$ cat config.mk
export PLATFORM = sky130hd
export DESIGN_NAME = camera_to_axis_converter_mp
export DESIGN_NICKNAME = d
export VERILOG_FILES = /design/src/rtl/cam2axis_pkg.sv /design/src/rtl/cam2axis_sync_fifo.sv /design/src/rtl/camera_to_axis_converter_mp.sv
export SDC_FILE = /design/constraint.sdc
export NUM_CORES = 1
export LEC_CHECK = 0
export CORE_MARGIN = 1
export CORE_UTILIZATION = 57
export DETAILED_ROUTE_END_ITERATION = 10
export PLACE_DENSITY_LB_ADDON = 0.12
export SLEW_MARGIN = 10
export SYNTH_ARGS = -nofsm -noshare
export SYNTH_HDL_FRONTEND = slang
export SYNTH_SLANG_ARGS = --single-unit
$ cat constraint.sdc
create_clock -name i_clk -period 9.8 [get_ports i_clk]
set_input_delay 0.98 -clock i_clk [delete_from_list [all_inputs] [get_ports i_clk]]
set_output_delay 0.98 -clock i_clk [all_outputs]
set_load 0.01 [all_outputs]
$ cat src/rtl/cam2axis_pkg.sv
// Shared definitions for the multi-pixel camera-to-AXIS converter: FSM encoding,
// tuser bit positions and FIFO entry sizing.
package cam2axis_pkg;

  typedef enum logic [1:0] {
    ST_IDLE     = 2'd0,
    ST_SOF_PEND = 2'd1,
    ST_ACTIVE   = 2'd2
  } cam_state_e;

  localparam int SOF_BIT = 0;

  // Entry layout is {tuser, tlast, data}
  function automatic int fifo_entry_width(input int ppc, input int nch, input int cw, input int tuw);
    return ppc * nch * cw + 1 + tuw;
  endfunction

endpackage

$ cat src/rtl/cam2axis_sync_fifo.sv
// Single-clock first-word-fall-through FIFO with full/empty flags.
// A write to a full FIFO is still taken when a read frees a slot in the same cycle.
module cam2axis_sync_fifo #(
  parameter int WIDTH = 8,
  parameter int DEPTH = 32
) (
  input  logic             i_clk,
  input  logic             i_resetn,
  input  logic             i_wr_en,
  input  logic [WIDTH-1:0] i_wr_data,
  input  logic             i_rd_en,
  output logic [WIDTH-1:0] o_rd_data,
  output logic             o_empty,
  output logic             o_full
);
  localparam int AW = $clog2(DEPTH);
  localparam logic [AW:0] PTR_ONE = {{AW{1'b0}}, 1'b1};

  logic [WIDTH-1:0] mem [DEPTH];
  logic [AW:0]      wr_ptr_q, wr_ptr_d;
  logic [AW:0]      rd_ptr_q, rd_ptr_d;
  logic             do_rd;
  logic             do_wr;

  assign o_empty   = (wr_ptr_q == rd_ptr_q);
  assign o_full    = (wr_ptr_q[AW] != rd_ptr_q[AW]) && (wr_ptr_q[AW-1:0] == rd_ptr_q[AW-1:0]);
  assign do_rd     = i_rd_en && !o_empty;
  assign do_wr     = i_wr_en && (!o_full || do_rd);
  // Data is forced to zero while empty so the outputs read 0 out of reset
  assign o_rd_data = o_empty ? '0 : mem[rd_ptr_q[AW-1:0]];

  always_comb begin
    wr_ptr_d = wr_ptr_q;
    rd_ptr_d = rd_ptr_q;
    if (do_wr) wr_ptr_d = wr_ptr_q + PTR_ONE;
    if (do_rd) rd_ptr_d = rd_ptr_q + PTR_ONE;
  end

  always_ff @(posedge i_clk or negedge i_resetn) begin
    if (!i_resetn) begin
      wr_ptr_q <= '0;
      rd_ptr_q <= '0;
    end else begin
      wr_ptr_q <= wr_ptr_d;
      rd_ptr_q <= rd_ptr_d;
    end
  end

  always_ff @(posedge i_clk) begin
    if (do_wr) mem[wr_ptr_q[AW-1:0]] <= i_wr_data;
  end

endmodule

$ cat src/rtl/camera_to_axis_converter_mp.sv
// Camera stream (frame_start / data_valid / data) to AXI4-Stream video, PPC pixels per beat.
// Optional statistics outputs are enabled with CAM2AXIS_STATS_EN.
module camera_to_axis_converter_mp
  import cam2axis_pkg::*;
#(
  parameter int C_WIDTH      = 8,
  parameter int NUM_CHANNELS = 3,
  parameter int PPC          = 1,
  parameter int TUSER_WIDTH  = 1,
  parameter int FIFO_DEPTH   = 32,
  parameter int DIM_W        = 16
) (
  input  logic                                i_clk,
  input  logic                                i_resetn,
  input  logic                                i_frame_start,
  input  logic                                i_data_valid,
  input  logic [PPC*NUM_CHANNELS*C_WIDTH-1:0] i_data,
  input  logic [DIM_W-1:0]                    i_hres,
  input  logic [DIM_W-1:0]                    i_vres,
  output logic [PPC*NUM_CHANNELS*C_WIDTH-1:0] o_tdata,
  output logic                                o_tvalid,
  input  logic                                i_tready,
  output logic                                o_tlast,
  output logic [TUSER_WIDTH-1:0]              o_tuser,
  output logic                                o_overflow,
  output logic                                o_line_err,
`ifdef CAM2AXIS_STATS_EN
  output logic                                o_frame_err,
  output logic [31:0]                         o_frame_cnt,
  output logic [31:0]                         o_drop_cnt
`else
  output logic                                o_frame_err
`endif
);
  localparam int DATA_W  = PPC * NUM_CHANNELS * C_WIDTH;
  localparam int ENTRY_W = fifo_entry_width(PPC, NUM_CHANNELS, C_WIDTH, TUSER_WIDTH);
  localparam int PPC_SH  = $clog2(PPC);
  localparam logic [DIM_W-1:0] DIM_ONE = {{(DIM_W-1){1'b0}}, 1'b1};

  logic [1:0]             rst_sync_q, rst_sync_d;
  logic                   rst_n;
  cam_state_e             state_q, state_d;
  logic [DIM_W-1:0]       hbeats_q, hbeats_d;
  logic [DIM_W-1:0]       vres_q, vres_d;
  logic [DIM_W-1:0]       beat_cnt_q, beat_cnt_d;
  logic [DIM_W-1:0]       line_cnt_q, line_cnt_d;
  logic                   valid_prev_q, valid_prev_d;
  logic                   stg_vld_q, stg_vld_d;
  logic [ENTRY_W-1:0]     stg_entry_q, stg_entry_d;
  logic                   overflow_q, overflow_d;
  logic                   line_err_q, line_err_d;
  logic                   frame_err_q, frame_err_d;
  logic [TUSER_WIDTH-1:0] beat_tuser;
  logic                   beat_last;
  logic                   line_last;
  logic                   fifo_rd;
  logic                   fifo_empty;
  logic                   fifo_full;
  logic                   wr_drop;
  logic [ENTRY_W-1:0]     fifo_rd_data;

  // Reset asserts asynchronously but is released in step with the clock
  assign rst_sync_d = {rst_sync_q[0], 1'b1};
  always_ff @(posedge i_clk or negedge i_resetn) begin
    if (!i_resetn) rst_sync_q <= 2'b00;
    else           rst_sync_q <= rst_sync_d;
  end
  assign rst_n = rst_sync_q[1];

  assign beat_last = (beat_cnt_q == hbeats_q - DIM_ONE);
  assign line_last = (line_cnt_q + DIM_ONE == vres_q);

  always_comb begin
    beat_tuser          = '0;
    beat_tuser[SOF_BIT] = (state_q == ST_SOF_PEND);
  end

  always_comb begin
    state_d      = state_q;
    hbeats_d     = hbeats_q;
    vres_d       = vres_q;
    beat_cnt_d   = beat_cnt_q;
    line_cnt_d   = line_cnt_q;
    valid_prev_d = i_data_valid;
    stg_vld_d    = 1'b0;
    stg_entry_d  = {beat_tuser, beat_last, i_data};
    overflow_d   = overflow_q | wr_drop;
    line_err_d   = line_err_q;
    frame_err_d  = frame_err_q;

    if (i_frame_start) begin
      // frame_start wins over a coincident beat, which is discarded
      state_d    = ST_SOF_PEND;
      hbeats_d   = i_hres >> PPC_SH;
      vres_d     = i_vres;
      beat_cnt_d = '0;
      line_cnt_d = '0;
      if (state_q == ST_ACTIVE) frame_err_d = 1'b1;
    end else if (state_q != ST_IDLE) begin
      if (i_data_valid) begin
        stg_vld_d = 1'b1;
        state_d   = ST_ACTIVE;
        if (beat_last) begin
          beat_cnt_d = '0;
          if (line_last) begin
            line_cnt_d = '0;
            state_d    = ST_IDLE;
          end else begin
            line_cnt_d = line_cnt_q + DIM_ONE;
          end
        end else begin
          beat_cnt_d = beat_cnt_q + DIM_ONE;
        end
      end else if (valid_prev_q && (beat_cnt_q != '0)) begin
        // short line: restart the beat count, no tlast is invented
        line_err_d = 1'b1;
        beat_cnt_d = '0;
      end
    end
  end

  always_ff @(posedge i_clk or negedge rst_n) begin
    if (!rst_n) begin
      state_q      <= ST_IDLE;
      hbeats_q     <= '0;
      vres_q       <= '0;
      beat_cnt_q   <= '0;
      line_cnt_q   <= '0;
      valid_prev_q <= 1'b0;
      stg_vld_q    <= 1'b0;
      stg_entry_q  <= '0;
      overflow_q   <= 1'b0;
      line_err_q   <= 1'b0;
      frame_err_q  <= 1'b0;
    end else begin
      state_q      <= state_d;
      hbeats_q     <= hbeats_d;
      vres_q       <= vres_d;
      beat_cnt_q   <= beat_cnt_d;
      line_cnt_q   <= line_cnt_d;
      valid_prev_q <= valid_prev_d;
      stg_vld_q    <= stg_vld_d;
      stg_entry_q  <= stg_entry_d;
      overflow_q   <= overflow_d;
      line_err_q   <= line_err_d;
      frame_err_q  <= frame_err_d;
    end
  end

  assign fifo_rd = o_tvalid && i_tready;
  assign wr_drop = stg_vld_q && fifo_full && !fifo_rd;

  cam2axis_sync_fifo #(
    .WIDTH (ENTRY_W),
    .DEPTH (FIFO_DEPTH)
  ) u_fifo (
    .i_clk     (i_clk),
    .i_resetn  (rst_n),
    .i_wr_en   (stg_vld_q),
    .i_wr_data (stg_entry_q),
    .i_rd_en   (fifo_rd),
    .o_rd_data (fifo_rd_data),
    .o_empty   (fifo_empty),
    .o_full    (fifo_full)
  );

  assign o_tvalid    = !fifo_empty;
  assign o_tdata     = fifo_rd_data[DATA_W-1:0];
  assign o_tlast     = fifo_rd_data[DATA_W];
  assign o_tuser     = fifo_rd_data[DATA_W+1 +: TUSER_WIDTH];
  assign o_overflow  = overflow_q;
  assign o_line_err  = line_err_q;
  assign o_frame_err = frame_err_q;

`ifdef CAM2AXIS_STATS_EN
  logic [31:0] frame_cnt_q, frame_cnt_d;
  logic [31:0] drop_cnt_q, drop_cnt_d;
  logic        frame_done;

  assign frame_done = !i_frame_start && (state_q != ST_IDLE) && i_data_valid && beat_last && line_last;

  always_comb begin
    frame_cnt_d = frame_cnt_q;
    drop_cnt_d  = drop_cnt_q;
    if (frame_done) frame_cnt_d = frame_cnt_q + 32'd1;
    if (wr_drop && (drop_cnt_q != '1)) drop_cnt_d = drop_cnt_q + 32'd1;
  end

  always_ff @(posedge i_clk or negedge rst_n) begin
    if (!rst_n) begin
      frame_cnt_q <= '0;
      drop_cnt_q  <= '0;
    end else begin
      frame_cnt_q <= frame_cnt_d;
      drop_cnt_q  <= drop_cnt_d;
    end
  end

  assign o_frame_cnt = frame_cnt_q;
  assign o_drop_cnt  = drop_cnt_q;
`endif

endmodule

==> run metrics <==
status=complete, no violations; Synth Flop Type=edfxtp_1; worst slew pin tran=1.09 ns; PD cells=262 nW/um^2; Initial DRT Pass Iterations=5; Via Count=18982; Reg2Reg Depth=9; Post-CTS Hold Buffers=0; FILL cells=4227; vias in the first global route=19432; crit start category=register; Slew HR=27.2%; post-CTS sizing=0; register area share after synthesis=73.6%; die height=259 microns; Worst R2R End=beat_cnt_q[7]$_DFFE_PN0P_; Ports=91; max_cap viols=0; Area Overhead vs Synth=14.0%; Critical Path AT=4.60 ns; sequential cell area=27800 sq um; multi-input combinational cell area=9700 sq um; Worst setup EP type=primary output; Period minus WS final=5.58 ns; setup TNS=0 ns; core region area=64900 sq um; CTS Buf Count=93; Max clock buf depth=3; unrepaired setup endpoints after global routing=false; synthesized net count=1928; synthesized flop and latch total=943; largest net degree at the start of global routing=164; CTS H-tree depth=3; Min-Delay Path Class=register to asynchronous set/reset pin; pre-CTS setup slack=4.80 ns; Peak Freq=179 MHz; drt initial violations=2144; grt ovf=0; first-pass GRT wire length=130 mm; Nets=2055; syn avg cell area=20.3 sq um; Gate Count Post-Synth=1858; hpwl dp=47.3 mm; count of flip-flops with a built-in enable after synthesis=832; Max VDD drop=264 uV; vias per cell=6.50; Ys Warns=0; clk_lat worst skew=0.65 ns; Die Wd=259 microns; CTS clk-pin slew, worst paths=0.06 ns; initial core utilization=58.1%; drt drc=0; layout cells sized above 1=26.2%; Placement Rows=93; Post-Syn Area=37700 sq um; Synth cell types=69; GP Congestion=0.855; CTS tree=built; DIE AREA=67200 sq um; Worst Skew=0.0251 ns; final worst slack=4.22 ns; CTS Sinks=943; Leakage=13.9 nW; global-route usage over all layers=27.2%; Pins Over Slew Limit=0; Post-CTS Setup Bufs=0; WL final=88.6 mm; reg2reg setup slack=5.86 ns; Post-synth ARST share=11.8%; remaining antenna violation count=0; port bufs=90; crit path kind=register to primary output; Routed WL per cell=30.3 microns; initial antenna violation count=1; worst r2r src=hbeats_q[0]$_DFFE_PN0P_; worst path required time=8.82 ns; Final Cycle Share=57.0%; final setup violation count=0; CP Max Fanout=163; Fin. Hold Viols=0; clk root buf=clkbuf_16
-- critical path, stage by stage, from the launching register on --
cell and delay, ns:
dfrtp_4 0.92, buf_12 0.76, mux4_2 0.42, mux4_2 0.47, mux2i_1 0.65, nor2_1 0.12
clkdlybuf4s50_1 0.51
-- cell families after synthesis --
logic type / after synthesis / synth area share (%)
AO/OA/AOI/OAI: 88 / 1.55
XOR/XNOR: 65 / 1.51
AND/OR/NAND/NOR: 310 / 4.47
multiplexers: 321 / 17.2
buffers and inverters: 121 / 1.30
adder cells (fa/ha/maj): 9 / 0.299
flip-flops: 943 / 73.6
other: 1 / 0.00994
-- per-layer routing --
layer	global-route usage, %	part of all wire (%)
met2	45.1	51
met4	7.96	2.5
met3	4.64	7.2
met1	37.7	39
met5	0	0.019
-- worst max path at each step --
stage                                               from           to  slack [ns]  cells past startpoint
after floorplan           u_fifo.rd_ptr_q[0]$_DFFE_PN0P_  o_tdata[10]        6.29                      7
after global placement    u_fifo.rd_ptr_q[1]$_DFFE_PN0P_  o_tdata[20]        4.80                      6
after detailed placement  u_fifo.rd_ptr_q[1]$_DFFE_PN0P_  o_tdata[20]        4.80                      6
after CTS                 u_fifo.rd_ptr_q[1]$_DFFE_PN0P_  o_tdata[20]        4.11                      6
after global routing      u_fifo.rd_ptr_q[1]$_DFFE_PN0P_  o_tdata[20]        4.10                      6
final                     u_fifo.rd_ptr_q[1]$_DFFE_PN0P_  o_tdata[20]        4.22                      6
-- stage by stage --
step                utilization (%)  hold slack [ns]  area (sq um)  cells  power [mW]
floorplan                         -            0.331         37700   1858        6.72
global route                   66.2            0.209         43000   2920        11.7
CTS                            66.2            0.198         43000   2920        11.4
finish                         66.2            0.200         43000   2921        11.3
global placement               61.4            0.195         39900   2745        7.76
detailed placement             61.4            0.200         39900   2745        7.78
-- final cells by class --
type,instances,area share [%]
clock inverter,47,1.20
antenna,1,0.00582
timing repair buffer,135,2.93
sequential,943,64.6
tap,855,2.49
multi-input combinational,794,22.6
inverter,18,0.157
clock buffer,128,6.07
-- sequential cells by signal, summed over array words and instances, names as in the netlist --
signal	cells
u_fifo.rd_ptr_q	6
vres_q	16
valid_prev_q	1
u_fifo.wr_ptr_q	6
state_q	2
line_cnt_q	16
o_frame_err	1
u_fifo.mem	832
o_line_err	1
stg_vld_q	1
beat_cnt_q	16
stg_entry_q	26
hbeats_q	16
rst_sync_q	2
o_overflow	1
-- report_power, final --
group / internal [mW] / switching, mW
logic: 1.54 / 1.38
clock network: 2.11 / 1.50
registers: 4.51 / 0.239
-- synthesized netlist by cell type (5+ instances only) --
library cell	instances	area share (%)
xor2_1	25	0.58
o21ai_0	24	0.32
buf_1	27	0.27
nor2_1	97	0.97
and3_1	9	0.15
mux2_2	31	0.93
and2_1	5	0.083
dfrtp_1	111	7.4
nor2b_1	15	0.25
a21oi_1	21	0.28
nand2b_1	5	0.083
nand4_1	18	0.30
nand4b_1	11	0.26
mux4_2	260	16
mux2i_1	30	0.80
ha_1	9	0.30
clkbuf_1	64	0.64
nand2_1	34	0.34
or3_1	5	0.083
nor4_1	13	0.22
nand3_1	40	0.53
inv_1	18	0.18
nand3b_1	7	0.14
buf_2	8	0.11
xnor2_1	40	0.93
nor3_1	19	0.25
o2111ai_1	5	0.12
edfxtp_1	832	66
-- layout by cell type (no fill, tap or decap), types with 7 or more instances in the layout --
master | Yosys | layout
a21oi_1 | 21 | 21
and3_1 | 9 | 9
buf_4 | 1 | 43
bufinv_16 | 0 | 9
clkbuf_1 | 64 | 21
clkbuf_16 | 0 | 94
clkbuf_8 | 0 | 13
clkdlybuf4s50_1 | 0 | 89
clkinv_1 | 0 | 12
clkinv_2 | 0 | 18
dfrtp_1 | 111 | 105
edfxtp_1 | 832 | 832
ha_1 | 9 | 9
inv_1 | 18 | 18
mux2_2 | 31 | 31
mux2i_1 | 30 | 30
mux4_2 | 260 | 260
nand2_1 | 34 | 34
nand3_1 | 40 | 40
nand3b_1 | 7 | 7
nand4_1 | 18 | 18
nand4b_1 | 11 | 11
nor2_1 | 97 | 65
nor2_4 | 0 | 32
nor2b_1 | 15 | 15
nor3_1 | 19 | 19
nor4_1 | 13 | 13
o21ai_0 | 24 | 24
xnor2_1 | 40 | 40
xor2_1 | 25 | 25
No activity file was read; power rests on OpenSTA's default activity.
==> patch (same settings) <==
The 3 states of `cam_state_e` get a one-hot encoding in 3 bits.
--- a/src/rtl/cam2axis_pkg.sv
+++ b/src/rtl/cam2axis_pkg.sv
@@ -2,10 +2,10 @@
 // tuser bit positions and FIFO entry sizing.
 package cam2axis_pkg;
 
-  typedef enum logic [1:0] {
-    ST_IDLE     = 2'd0,
-    ST_SOF_PEND = 2'd1,
-    ST_ACTIVE   = 2'd2
+  typedef enum logic [2:0] {
+    ST_IDLE     = 3'b001,
+    ST_SOF_PEND = 3'b010,
+    ST_ACTIVE   = 3'b100
   } cam_state_e;
 
   localparam int SOF_BIT = 0;
Formal check against the unedited RTL: same outputs for any inputs over 4 cycles, from zero or initial values and one cycle with i_resetn low; so few cycles prove little.
==> patch against the original RTL <==
Sequential cell count grew 1; die area shrank 0.47%; worst setup slack gained 0.074 ns; final area shrank 0.32%; cell count shrank 1.6%; synthesized area shrank 0.48%; clock skew grew 0.0035 ns; first-iteration DRC count grew 2.3%; wire length shrank 2.2%; power grew 0.56%; critical path type unchanged; critical endpoint is now o_tdata[0].
==> patch: results (changes against the original RTL) <==
* Detailed Place HPWL at 45.7 mm (-3.4%)
* Gates resized, CTS repair at 0 (unchanged)
* First-pass GRT wire length at 126 mm (-3.2%)
* Number of flops mapped to enable cells by yosys at 832 (unchanged)
* Clock Path Buffers at 3 (unchanged)
* Number of global-route vias before repair at 19000 (-2.0%)
* Max reg flops at 832 (unchanged)
* Clock transition at path regs at 0.06 ns (about the same)
* Post-synth top cells: edfxtp_1, mux4_2, dfrtp_1
* Fin nets at 2009 (-2.2%)
* Reg2Reg Capture Point: u_fifo.mem[15][1]
* Worst Hold End: rst_sync_q[1]
* Root Buffer: clkbuf_16
* CP max FO at 168 (+3.1%)
* Global placement routability congestion at 0.787 (-8.0%)
* H-tree depth at 3 (unchanged)
* Fill cell count at 4195 (-0.76%)
* Top post-synthesis cells by area: edfxtp_1, mux4_2, dfrtp_1
* Initial DRC count at 2194 (+2.3%)
* GRT Total Usage at 0.267 (-0.00505)
* Worst Hold Depth at 0
* Antenna cells at 0 (-1)
* WL per Instance at 30.1 um (-0.58%)
* Worst hold start: rst_sync_q[0]
* Leak at 13.9 nW (about the same)
* Layout cell share with drive strength beyond 1 at 0.277 (+0.0155)
* Initial antenna violation count at 1 (unchanged)
* Largest net degree at the start of global routing at 169 (+3.0%)
* Yosys warns at 0 (unchanged)
* Worst relative slew slack at 0.268 (-0.00392)
* R2R depth at 8 (-1)
* Clock latency on the worst-skew pair at between 0.6 and 0.7 ns
* Setup Skew at 0.0285 ns (+0.00347 ns)
* Net Count, Synth at 1875 (-2.7%)
* Post-synth ARST share at 0.119 (+0.000935)
* DR pass1 iterations at 7 (+2)
* DR vias/cell at 6.45 (-0.70%)
* Hold Crit Class: reg2reg
* Ys flop type: edfxtp_1
* R2r setup slk at 5.48 ns (-0.38 ns)
* # Post-CTS Setup Buffers at 0 (unchanged)
* Arr. time, crit path at 4.53 ns (-0.07 ns)
* CTS buffer count at 94 (+1.1%)
* Layout Area Growth over Synthesis at 14.2%
* Port buffer count at 90 (unchanged)
* Status: finished, final reports clean
* Synth unique cells at 80 (+16%)
* Worst r2r src: u_fifo.rd_ptr_q[3]
* Worst vdd ir at 0.298 mV (+13%)
* Fin. max-slew vios at 0 (unchanged)
* Post-synthesis sequential area ratio at 0.740 (+0.00423)
patch: through the flow:
step                      power, mW  instances  setup slack (ns)  area, um2  hold WS, ns
final                          11.3       2873              4.29      42900        0.349
after floorplan                6.74       1805              6.34      37500        0.331
after global placement         7.79       2698              4.89      39700        0.339
after global routing           11.8       2873              4.07      42900        0.369
after detailed placement       7.82       2698              4.88      39700        0.340
after CTS                      11.4       2873              4.20      42900        0.353
patch: logic make-up after synthesis:
family | after synthesis | share of synthesized area
compound gates | 77 | 0.0164
fa+ha+maj | 9 | 0.00300
mux | 321 | 0.173
simple gates | 268 | 0.0383
flops | 944 | 0.740
other cells | 1 | 0.0000999
xor+xnor | 63 | 0.0154
buf+inv | 122 | 0.0131
patch: report_power, final:
group / switching, mW / total, mW / internal [mW]
clock network: 1.49 / 3.64 / 2.15
registers: 0.263 / 4.80 / 4.53
logic: 1.37 / 2.91 / 1.53
total: 3.13 / 11.3 / 8.22
patch: critical path, cell delays in order (launching register included):
cell and delay, ns:
dfrtp_4 0.91, buf_12 0.83, mux4_2 0.42, mux4_2 0.50
mux2i_1 0.37, nor2_1 0.21, clkdlybuf4s50_1 0.53
patch: layout make-up:
| cell class | instances | area share |
|---|---|---|
| multi-input combinational | 739 | 0.222 |
| sequential | 944 | 0.649 |
| clock buffer | 119 | 0.0599 |
| inverter | 29 | 0.00260 |
| clock inverter | 56 | 0.0136 |
| tap | 855 | 0.0250 |
| timing repair buffer | 131 | 0.0287 |
patch: how the worst max path moves through the flow:
stage                       start           to  slack (ns)  cells past startpoint
2_1_floorplan  u_fifo.rd_ptr_q[0]  o_tdata[10]        6.34                      7
3_3_place_gp   u_fifo.rd_ptr_q[0]  o_tdata[13]        4.89                      6
3_5_place_dp   u_fifo.rd_ptr_q[0]  o_tdata[13]        4.88                      6
4_1_cts        u_fifo.rd_ptr_q[0]  o_tdata[13]        4.20                      6
5_1_grt        u_fifo.rd_ptr_q[0]  o_tdata[13]        4.07                      6
6_report       u_fifo.rd_ptr_q[1]   o_tdata[0]        4.29                      6
patch: metal layers:
metal,global-route usage,vias up,share of wire
met2,0.423,871,0.49
met3,0.0552,132,0.084
met4,0.0736,2,0.026
met5,0,-,0.00012
met1,0.384,9861,0.40
li1,-,7674,-
